==> src/rtl/l74x14_filtered.sv <==
// rtl/l74x14_filtered.sv - Hex Schmitt-style gate with per-channel digital glitch filter.
// Optional two-flop input synchroniser enabled by macro L74X14_FILTERED_SYNC_EN.
module l74x14_filtered #(
  parameter int CHANNELS      = 6,
  parameter int FILTER_CYCLES = 4,
  parameter int INVERT        = 1
) (
  input  logic                i_clk,
  input  logic                i_rst_n,
  input  logic [CHANNELS-1:0] i_a,
  output logic [CHANNELS-1:0] o_y,
  output logic [CHANNELS-1:0] o_chg
);

  localparam int                CW       = $clog2(FILTER_CYCLES + 1);
  localparam logic [CW-1:0]     CNT_LAST = CW'(FILTER_CYCLES - 1);
  localparam logic [CHANNELS-1:0] INV_MASK = (INVERT != 0) ? {CHANNELS{1'b1}} : {CHANNELS{1'b0}};

  typedef enum logic {
    ST_STABLE  = 1'b0,
    ST_PENDING = 1'b1
  } state_t;

  logic [CHANNELS-1:0] w_s;

`ifdef L74X14_FILTERED_SYNC_EN
  logic [CHANNELS-1:0] r_sync1;
  logic [CHANNELS-1:0] r_sync2;

  always_ff @(posedge i_clk or negedge i_rst_n) begin
    if (!i_rst_n) begin
      r_sync1 <= '0;
      r_sync2 <= '0;
    end else begin
      r_sync1 <= i_a;
      r_sync2 <= r_sync1;
    end
  end

  assign w_s = r_sync2;
`else
  assign w_s = i_a;
`endif

  logic [CHANNELS-1:0]         r_f;
  logic [CHANNELS-1:0]         w_f_nxt;
  logic [CHANNELS-1:0]         r_chg;
  logic [CHANNELS-1:0]         w_chg_nxt;
  logic [CHANNELS-1:0][CW-1:0] r_cnt;
  logic [CHANNELS-1:0][CW-1:0] w_cnt_nxt;
  logic [CHANNELS-1:0]         w_dis;
  state_t                      w_state [CHANNELS];

  assign w_dis = w_s ^ r_f;

  always_ff @(posedge i_clk or negedge i_rst_n) begin
    if (!i_rst_n) begin
      r_f   <= '0;
      r_cnt <= '0;
      r_chg <= '0;
    end else begin
      r_f   <= w_f_nxt;
      r_cnt <= w_cnt_nxt;
      r_chg <= w_chg_nxt;
    end
  end

  // The channel state is implied by the counter: any non-zero count is a pending change.
  always_comb begin
    w_f_nxt   = r_f;
    w_cnt_nxt = r_cnt;
    w_chg_nxt = '0;
    for (int n = 0; n < CHANNELS; n++) begin
      w_state[n] = (r_cnt[n] == '0) ? ST_STABLE : ST_PENDING;
      case (w_state[n])
        ST_STABLE: begin
          if (w_dis[n]) begin
            if (CNT_LAST == '0) begin
              w_f_nxt[n]   = w_s[n];
              w_cnt_nxt[n] = '0;
              w_chg_nxt[n] = 1'b1;
            end else begin
              w_cnt_nxt[n] = CW'(1);
            end
          end
        end
        ST_PENDING: begin
          if (!w_dis[n]) begin
            w_cnt_nxt[n] = '0;
          end else if (r_cnt[n] >= CNT_LAST) begin
            w_f_nxt[n]   = w_s[n];
            w_cnt_nxt[n] = '0;
            w_chg_nxt[n] = 1'b1;
          end else begin
            w_cnt_nxt[n] = r_cnt[n] + CW'(1);
          end
        end
        default: w_cnt_nxt[n] = '0;
      endcase
    end
  end

  assign o_y   = r_f ^ INV_MASK;
  assign o_chg = r_chg;

endmodule

==> config.mk <==
export PLATFORM = sky130hd
export DESIGN_NAME = l74x14_filtered
export DESIGN_NICKNAME = d
export VERILOG_FILES = /design/src/rtl/l74x14_filtered.sv
export SDC_FILE = /design/constraint.sdc
export NUM_CORES = 1
export LEC_CHECK = 0
export CORE_MARGIN = 4
export CORE_UTILIZATION = 55
export DETAILED_ROUTE_END_ITERATION = 10
export HOLD_SLACK_MARGIN = 0.12
export PLACE_DENSITY = 0.79
export RECOVER_POWER = 25
export SLEW_MARGIN = 20
export SYNTH_ARGS = -nofsm -noshare
export SYNTH_HDL_FRONTEND = slang
export SYNTH_SLANG_ARGS = --single-unit
==> constraint.sdc <==
create_clock -name i_clk -period 2.33 [get_ports i_clk]
set_input_delay 0.466 -clock i_clk [delete_from_list [all_inputs] [get_ports i_clk]]
set_output_delay 0.466 -clock i_clk [all_outputs]
set_load 0.01 [all_outputs]
# Word level (Yosys, flattened, before mapping)
# Cells that the tools add are included.
# op_classes
bitwise_logic	8
muxes	48
n_reduce_logical	12
add_sub_neg	6
magnitude_cmp	6
n_eq_ne	6
# ops
cell	count
3-bit two-way mux	18
3-bit one-hot mux with 2 select lines	6
1-bit two-way mux	24
3-bit by 1-bit adder with 3-bit output (second input constant)	6
3-bit by 2-bit greater-or-equal comparator with 1-bit output (second input constant)	6
3-bit logical NOT	6
3-bit AND reduction	6
2-bit != test (second input constant)	6
1-bit inverter	6
6-bit inverter	1
6-bit XOR	1
# word_totals
inputBits	8
wordCells	99
reg_bits	30
out_inout_bits	12

# Longest topological paths before layout
# Gate-level depths: netlist (run 1).
# depth
ltp_word	4
ltp_mapped	5
mapped_depth_nobuf	5

# Worst setup path before layout (run 1)
# OpenSTA, ideal clock, no wires.
# synth_path
kind	register to register
start	register r_cnt[15] (netlist bit)
end	register r_f[5]
path_slack_ns	0.770
setup_time_ns	0.125
stages_incl_launch_ff	6
arrival_time_ns	1.434
synth_period_minus_slack_ns	1.560
cell_sequence	dfrtp_1 ha_1 ha_1 a211oi_2 nor2_1 mux2_4
# synth_via
elab_chain_cells	3
elab_cells_between_ends	4
cone_classes	order compare: 1; bitwise: 1; reduce/logical: 2
# synth_rtl
item	line_no	source
start, declared	49	logic [CHANNELS-1:0][CW-1:0] r_cnt;
start signal, assigned	63	r_cnt <= w_cnt_nxt;
branches (longest 2 deep; another with 3-bit by 2-bit greater-or-equal comparator with 1-bit output)	n/a	
3-bit AND reduction (no line) *	n/a	
end signal, assigned	62	r_f <= w_f_nxt;
end, declared	45	logic [CHANNELS-1:0] r_f;
# Every way passes the cells marked *.
# A chain may end at the register's enable or synchronous reset.

# Worst setup path in the final report (run 1)
# layout_path
start	register r_f[1]
end	output port o_y[1]
# layout_via
elab_chain_cells	1
# layout_rtl
item	line_no	source
6-bit inverter (no line)	n/a	
end, declared	11	output logic [CHANNELS-1:0] o_y,
# Every way passes these cells.

==> results.yml, run 1 <==
run_status:
  status: "completed"
sta:
  tightest_slew_ns: 0.731
  final-setup-viol-count: 0
  period_share_pct: 77.2
  fin_skew_ns: 0.00272
  relSlewSlack_pct: 51.2
  finalHoldViolations: 0
  drv_slew: 0
  max_freq_mhz: 556
  setup_tns_ns: 0
  min_period_ns: 1.80
  rsz0062_at_grt: "false"
route:
  vias_per_cell: 5.32
  wire_per_inst_um: 13.4
  drtIter0Drc: 18
  routed_wl_mm: 2.79
  drc: 0
  ant_nets: 0
  dr.pass1.iters: 4
  vias: 1106
clocking:
  clkSinkCount: 30
  cts_tree: "yes"
  cts_resized: 0
  post_cts_buffers: 0
  clk_transition_reported_paths_ns: 0.08
  worstSkewPairLatency_ns: 0.32
  clk_path_buf_depth: 2
  cts_made_buffers: 5
  hold_buffers: 0
  cts-root-buf: "clkbuf_4"
  htreeDepth: 2
floorplan:
  fp.dieH_um: 62.4
  initial_core_util_pct: 58.1
  rows: 19
  dieArea_sq_um: 3900
  fp.dieW_um: 62.4
  core_area_sq_um: 2810
  pin_count: 20
synth:
  netlist_area_sq_um: 1630
  seq_area_frac_synth_pct: 46.0
  syn_nets: 177
  synth.avg_cell_area_sq_um: 10.8
  yosys_warnings: 0
  ys_seq_elements: 30
  synthDistinctLibCells: 21
  syn-instance-count: 151
layout:
  antennaDiodeCount: 0
  final_util_pct: 68.3
  drive_gt1_share_pct: 14.1
  nNetsFinal: 204
  final_cells: 208
  area_delta_synth_final_pct: 17.5
power_and_ir_drop:
  intPower_uw: 1480
  seq_power_share_pct: 37.2
  peakVddDrop_mv: 0.661
  power.switching_uw: 916
  power.density_nw_per_um2: 1250
  leakage_uw: 0.000912
  p_sw_share_pct: 38.3
  p_clk_share_pct: 12.6
  share_comb_of_total_power_pct: 50.2
global_routing:
  grt_usage_pct: 15.9
  grt_pass1_vias: 1194
  grt_pass1_wl_mm: 4.95
  grt_max_degree: 31
  antenna_found_initial: 0
  gr-total-overflow: 0
setup_path:
  start_kind: "register"
  critPathMaxStageDelay_ns: 0.53
  cpMaxStageDelayCell: "clkdlybuf4s50_1"
  arrival_ns: 1.33
  worstPathCellList: "inv_1, clkdlybuf4s50_1"
  critical_path_required_ns: 1.86
  endpoint_kind: "output port"
  path_max_fanout: 3
  crit_type: "register to output port"
place:
  place.gp.congestion: 0.767
  io_buffer_count: 19
  hpwl_mm: 2.16
  dp_cells: 202
flow_run:
  maxCapViolations: 0
hold_path:
  hp-class: "register to register"
==> sequential cells by signal, summed over array words and instances (netlist names) <==
| name | count |
|---|---|
| r_f | 6 |
| r_cnt | 18 |
| o_chg | 6 |
==> layout make-up <==
type                    instances  area (sq um)
well taps                      31          38.8
flip-flops and latches         30           751
repair buffers                 20           195
fillers                       222           890
multi-input cells              96           786
clock buffers                   6          51.3
inverters                      25          93.8
==> final timing paths <==
path                                   to  startpoint  slack, ns  depth (start not counted)
worst max-delay path               o_y[1]      r_f[1]       0.53                          2
worst min-delay path               r_f[2]      r_f[2]       0.54                          1
worst max register to register     r_f[5]   r_cnt[15]       0.61                          5
worst min register to register     r_f[2]      r_f[2]       0.54                          1
max in group asynchronous          r_f[2]     i_rst_n       1.14                          2
min in group asynchronous       r_cnt[16]     i_rst_n       0.73                          2
==> synthesized netlist by cell type <==
cell       n  area (sq um)
nand3_1    1          5.00
or2_1      1          6.26
nor3b_2    3          37.5
o211a_1    1          10.0
nor2b_1    6          37.5
o21ai_1    2          10.0
dfrtp_1   30           751
xor2_1     5          43.8
ha_1      18           225
nand2b_1   4          25.0
o22ai_1    5          31.3
xnor2_1    1          8.76
inv_1     25          93.8
nand2_1   12          45.0
nor2_1    17          63.8
mux2_4     5          75.1
mux2_1     1          11.3
a211oi_1   1          7.51
o221a_2    4          45.0
nor3b_1    3          22.5
a211oi_2   6          75.1
==> layer usage <==
| layer | vias up | track usage [%] | share of wire, % |
|---|---|---|---|
| met5 | - | 0 | 0 |
| met4 | 0 | 7.44 | 1.3 |
| met3 | 5 | 4.50 | 3.7 |
| met2 | 16 | 28.9 | 53 |
| met1 | 538 | 17.0 | 42 |
| li1 | 547 | - | - |
==> cell families (layout without fill, tap and decap cells) <==
kind of cell | after synthesis | after routing | share of synthesized area [%]
buffers and inverters | 25 | 51 | 5.76
muxes | 6 | 6 | 5.30
xor gates and xnor gates | 6 | 6 | 3.22
adders and majority gates | 18 | 18 | 13.8
and+or+nand+nor | 47 | 47 | 14.9
AOI/OAI and AO/OA | 19 | 19 | 11.0
DFF | 30 | 30 | 46.0
==> power by group through the flow <==
stage | Sequential [uW] | Clock (uW) | Combinational (uW)
after CTS | 893 | 312 | 1220
final | 889 | 302 | 1200
after global placement | 884 | 0 | 1140
after detailed placement | 902 | 0 | 1210
after floorplan | 876 | 0 | 849
after global routing | 918 | 339 | 1350
==> metrics by stage <==
step                      total power [uW]  hold WS, ns  worst slack, ns  cell area (sq um)
after floorplan                       1720        0.170            0.770               1630
final                                 2390        0.539            0.532               1920
after detailed placement              2110        0.529            0.620               1870
after global routing                  2610        0.555            0.477               1920
after global placement                2020        0.514            0.689               1870
after CTS                             2420        0.536            0.510               1920
==> critical path, delay by kind of cell (launching register included) <==
kind                   cells  cell delay [ns]
flip-flops                 1             0.41
buffers and inverters      2             0.60
==> layout by cell type (no fill, tap or decap), drive strengths merged, types with 6 or more instances in the layout <==
cell           count
nand2             12
dfrtp             30
clkbuf             7
mux2               6
nor2              17
ha                18
a211oi             7
clkdlybuf4s50     18
inv               25
nor3b              6
nor2b              6
No activity file was read; power rests on OpenSTA's default activity.
==> run 2, diff against run 1 <==
--- a/config.mk
+++ b/config.mk
@@ -6,10 +6,10 @@
 export NUM_CORES = 1
 export LEC_CHECK = 0
 export CORE_MARGIN = 4
-export CORE_UTILIZATION = 55
+export CORE_UTILIZATION = 54
 export DETAILED_ROUTE_END_ITERATION = 10
 export HOLD_SLACK_MARGIN = 0.12
-export PLACE_DENSITY = 0.79
+export PLACE_DENSITY = 0.78
 export RECOVER_POWER = 25
 export SLEW_MARGIN = 20
 export SYNTH_ARGS = -nofsm -noshare
==> constraint.sdc (replaced) <==
create_clock -name i_clk -period 1.69 [get_ports i_clk]
set_input_delay 0.338 -clock i_clk [delete_from_list [all_inputs] [get_ports i_clk]]
set_output_delay 0.338 -clock i_clk [all_outputs]
set_load 0.01 [all_outputs]
==> run 2 against run 1 <==
Against the previous run:
- total power increased by 42%
- cell area increased by 3.4%
- clock power increased by 26%
- setup slack got worse by 0.49 ns
- register-to-register slack got worse by 0.57 ns
- critical path type is now register to register
- critical endpoint is now r_f[3]
- highest routed layer unchanged
==> results.yml, run 2 (synthesis results as in run 1) <==
route:
  drtIter0Drc: 56
  vias: 1166
  drc: 0
  wire_per_inst_um: 12.9
  routed_wl_mm: 2.81
  vias_per_cell: 5.35
  dr.pass1.iters: 4
  ant_nets: 0
sta:
  max_freq_mhz: 607
  period_share_pct: 97.4
  finalHoldViolations: 0
  fin_skew_ns: 0.00137
  final-setup-viol-count: 0
  min_period_ns: 1.65
  drv_slew: 0
  tightest_slew_ns: 0.718
  relSlewSlack_pct: 52.1
power_and_ir_drop:
  total_power_uw: 3390
  power.density_nw_per_um2: 1710
  leakage_uw: 0.000965
  peakVddDrop_mv: 0.984
floorplan:
  dieArea_sq_um: 3960
  pin_count: 20
  initial_core_util_pct: 57.6
  fp.dieH_um: 62.9
  fp.dieW_um: 62.9
  core_area_sq_um: 2830
  rows: 19
clocking:
  cts_made_buffers: 5
  worstSkewPairLatency_ns: 0.32
  htreeDepth: 2
  cts-root-buf: "clkbuf_4"
  cts_tree: "yes"
  hold_buffers: 0
  clkSinkCount: 30
  clk_path_buf_depth: 2
  clk_transition_reported_paths_ns: 0.08
setup_path:
  critical_path_required_ns: 1.90
  critPathMaxStageDelay_ns: 0.44
  path_buf_inv: 0
  reg2regPathDepth: 5
  start_kind: "register"
  path_common_cell: "ha_1"
  cp_top_family: "flip-flops"
  r2r_end: "r_f[3]"
  cpMaxStageDelayCell: "dfrtp_1"
  worstPathCellList: "ha_1, ha_1, a211oi_2, nor2_1, mux2_4"
  reg2reg_from: "r_cnt[9]"
  path_max_fanout: 5
  crit_type: "register to register"
  r2r_slack_ns: 0.04
  endpoint_kind: "register"
  arrival_ns: 1.86
place:
  hpwl_mm: 2.09
  place.gp.congestion: 0.754
  dpl_cell_area_sq_um: 1900
  io_buffer_count: 19
hold_path:
  hold_end: "r_cnt[12]"
  hp-class: "register to register"
  holdPathStages: 1
  min_from: "r_cnt[14]"
layout:
  drive_gt1_share_pct: 18.2
  area_delta_synth_final_pct: 21.5
  final_area_sq_um: 1980
  final_common_cell: "dfrtp_1"
  largest-register: "r_cnt"
  nNetsFinal: 213
  fill_cells: 204
  mostFrequentLayoutCells: "dfrtp_1 (29), inv_1 (25), ha_1 (18)"
  antennaDiodeCount: 0
  largest_reg_flops: 18
flow_run:
  maxCapViolations: 0
run_status:
  status: "completed"
global_routing:
  grt_pass1_wl_mm: 5.33
  antenna_found_initial: 0
  grt_usage_pct: 17.1
  grt_pass1_vias: 1264
  gr-total-overflow: 0
  grt_max_degree: 31
run 2: how the worst max path moves through the flow:
stage	startpoint	end	slack [ns]	depth (start not counted)
floorplan	r_cnt[15]	r_f[5]	0.13	5
finish	r_cnt[9]	r_f[3]	0.04	5
global placement	r_cnt[9]	r_f[3]	0.14	5
detailed placement	r_cnt[9]	r_f[3]	0.06	5
global route	r_cnt[9]	r_f[3]	-0.04	5
CTS	r_f[1]	o_y[1]	0.003	2
run 2: per-stage QoR:
stage                     hold slack, ns  util (%)  setup TNS, ns  worst slack [ns]  std cells
after floorplan                   0.0424         -              0             0.130        151
after global placement             0.508      67.3              0             0.141        207
after CTS                          0.398      69.1              0           0.00323        215
after detailed placement           0.515      67.3              0            0.0616        207
after global routing               0.582      70.0        -0.0521           -0.0386        218
final                              0.534      70.0              0            0.0435        218
run 2: routing by layer:
metal | up-vias | GRT usage, % | share of wire, %
met2 | 18 | 29.0 | 52
met1 | 569 | 18.7 | 42
met5 | - | 0 | 0
li1 | 573 | - | -
met3 | 6 | 6.65 | 4.4
met4 | 0 | 7.71 | 1.6
run 2: final cells by class:
class,instances,area (sq um),area share [%]
Tap cell,31,38.8,1.96
Clock buffer,7,45.0,2.27
Multi-Input combinational cell,96,786,39.7
Timing Repair Buffer,29,265,13.4
Inverter,25,93.8,4.74
Sequential cell,30,752,38.0
run 2: what timing repair did:
action | 4_1_cts | 5_1_grt
setup endpoints to repair | 3 | 6
setup buffers | 1 | 3
pin swaps | 0 | 1
gates resized for setup | 2 | 3
run 2: power by group:
part | leakage, uW | switching, uW | total [uW] | internal, uW
logic | 0.000554 | 807 | 1790 | 979
clock network | 0.0000254 | 225 | 382 | 157
registers | 0.000386 | 248 | 1220 | 976
==> run 3, diff against run 2 <==
--- a/config.mk
+++ b/config.mk
@@ -5,7 +5,7 @@
 export SDC_FILE = /design/constraint.sdc
 export NUM_CORES = 1
 export LEC_CHECK = 0
-export CORE_MARGIN = 4
+export CORE_MARGIN = 5
 export CORE_UTILIZATION = 54
 export DETAILED_ROUTE_END_ITERATION = 10
 export HOLD_SLACK_MARGIN = 0.12
==> run 3 against run 2 <==
Against the previous run:
- sequential share of layout area is 0.30 points lower
- critical path depth is the same
- wire length increased by 6.8%
- setup slack improved by 0.047 ns
- die area is 6.5% higher
- hold slack lost 0.0010 ns
- critical path type unchanged
==> results.yml, run 3 (synthesis results as in run 1) <==
setup_path:
  arrival_ns: 1.80
  crit_type: "register to register"
  critPathLaunch: "r_cnt[10]"
  start_kind: "register"
  cpMaxStageDelayCell: "dfrtp_1"
  path_max_fanout: 4
  path_buf_inv: 0
  r2r_slack_ns: 0.09
  endpoint_kind: "register"
  critPathMaxStageDelay_ns: 0.40
  reg2regPathDepth: 5
  r2r_end: "r_f[3]"
  critical_path_required_ns: 1.89
  reg2reg_from: "r_cnt[10]"
  cp_top_family: "flip-flops"
  worstPathCellList: "ha_1, ha_2, a211oi_2, nor2_1, mux2_4"
global_routing:
  grt_pass1_wl_mm: 4.92
  grt_max_degree: 31
  antenna_found_initial: 0
  gr-total-overflow: 0
  grt_usage_pct: 15.3
  grt_pass1_vias: 1174
sta:
  holdWs_ns: 0.533
  setup_tns_ns: 0
  tightest_slew_ns: 0.758
  finalHoldViolations: 0
  final-setup-viol-count: 0
  rsz0062_at_grt: "false"
  fin_skew_ns: 0.00247
  min_period_ns: 1.60
  period_share_pct: 94.7
  max_freq_mhz: 625
  drv_slew: 0
  relSlewSlack_pct: 49.5
route:
  vias_per_cell: 5.13
  routed_wl_mm: 3.00
  drc: 0
  vias: 1128
  drtIter0Drc: 31
  dr.pass1.iters: 4
  ant_nets: 0
  wire_per_inst_um: 13.6
place:
  dpl_cell_area_sq_um: 1910
  io_buffer_count: 19
  hpwl_mm: 2.24
  place.gp.congestion: 0.804
floorplan:
  core_area_sq_um: 2980
  rows: 20
  fp.dieW_um: 64.9
  initial_core_util_pct: 54.7
  fp.dieH_um: 64.9
  dieArea_sq_um: 4220
  pin_count: 20
run_status:
  status: "completed"
clocking:
  cts_made_buffers: 5
  cts_tree: "yes"
  cts-root-buf: "clkbuf_4"
  clkSinkCount: 30
  clk_transition_reported_paths_ns: 0.08
  hold_buffers: 0
  clk_path_buf_depth: 2
  htreeDepth: 2
  worstSkewPairLatency_ns: 0.31
hold_path:
  hold_end: "r_cnt[12]"
  min_from: "r_cnt[14]"
  holdPathStages: 1
  hp-class: "register to register"
layout:
  largest_reg_flops: 18
  antennaDiodeCount: 0
  final_common_cell: "dfrtp_1"
  mostFrequentLayoutCells: "dfrtp_1 (30), inv_1 (25), nor2_1 (17), ha_1 (17)"
  nNetsFinal: 213
  area_delta_synth_final_pct: 22.3
  fill_cells: 246
  final_area_sq_um: 1990
  multi_input_area_sq_um: 788
  seq_area_sq_um: 751
  drive_gt1_share_pct: 18.2
  largest-register: "r_cnt"
power_and_ir_drop:
  leakage_uw: 0.000990
  peakVddDrop_mv: 1.07
  power.density_nw_per_um2: 1710
  total_power_uw: 3410
flow_run:
  maxCapViolations: 0
## run 3: cell count changes in the layout (fill, tap and decap cells not counted), sizes merged
cell / delta
dlymetal6s2s: +3
dlygate4sd2: -1
clkdlybuf4s50: -2
## run 3: through the flow
| stage | utilization, % | setup WS [ns] | cells |
|---|---|---|---|
| finish | 66.9 | 0.0901 | 220 |
| global route | 66.9 | 0.0222 | 220 |
| CTS | 65.5 | 0.00377 | 216 |
| detailed placement | 64.0 | 0.0522 | 209 |
| global placement | 64.0 | 0.143 | 209 |
| floorplan | - | 0.130 | 151 |
## run 3: layout make-up
| type | instances | area share (%) |
|---|---|---|
| timing repair buffer | 29 | 13.7 |
| sequential | 30 | 37.7 |
| multi-input combinational | 96 | 39.5 |
| clock buffer | 7 | 2.26 |
| inverter | 25 | 4.71 |
| tap | 33 | 2.07 |
## run 3: power by group
part	total [uW]	internal [uW]	switching, uW	leakage (uW)
Clock	379	157	222	0.0000254
Combinational	1810	967	841	0.000578
Sequential	1220	973	248	0.000387
Total	3410	2100	1310	0.000990
## run 3: metal layers
metal  share of wire, %  GRT usage (%)
met5                  0              0
met2                 53           27.8
met1                 42           17.0
met3                3.6           3.81
met4               0.80           5.54
## run 3: worst max path at each step
stage / depth (start not counted) / slack [ns] / to
6_report: 5 / 0.09 / r_f[3]
3_5_place_dp: 5 / 0.05 / r_f[3]
4_1_cts: 2 / 0.004 / o_y[4]
2_1_floorplan: 5 / 0.13 / r_f[5]
3_3_place_gp: 5 / 0.14 / r_f[3]
5_1_grt: 5 / 0.02 / r_f[5]
## run 3: what timing repair did
action,4_1_cts,5_1_grt
buffers inserted,0,4
resized for setup,1,6
cloned,0,0
pin swaps,0,3
endpoints found under the setup margin,1,7
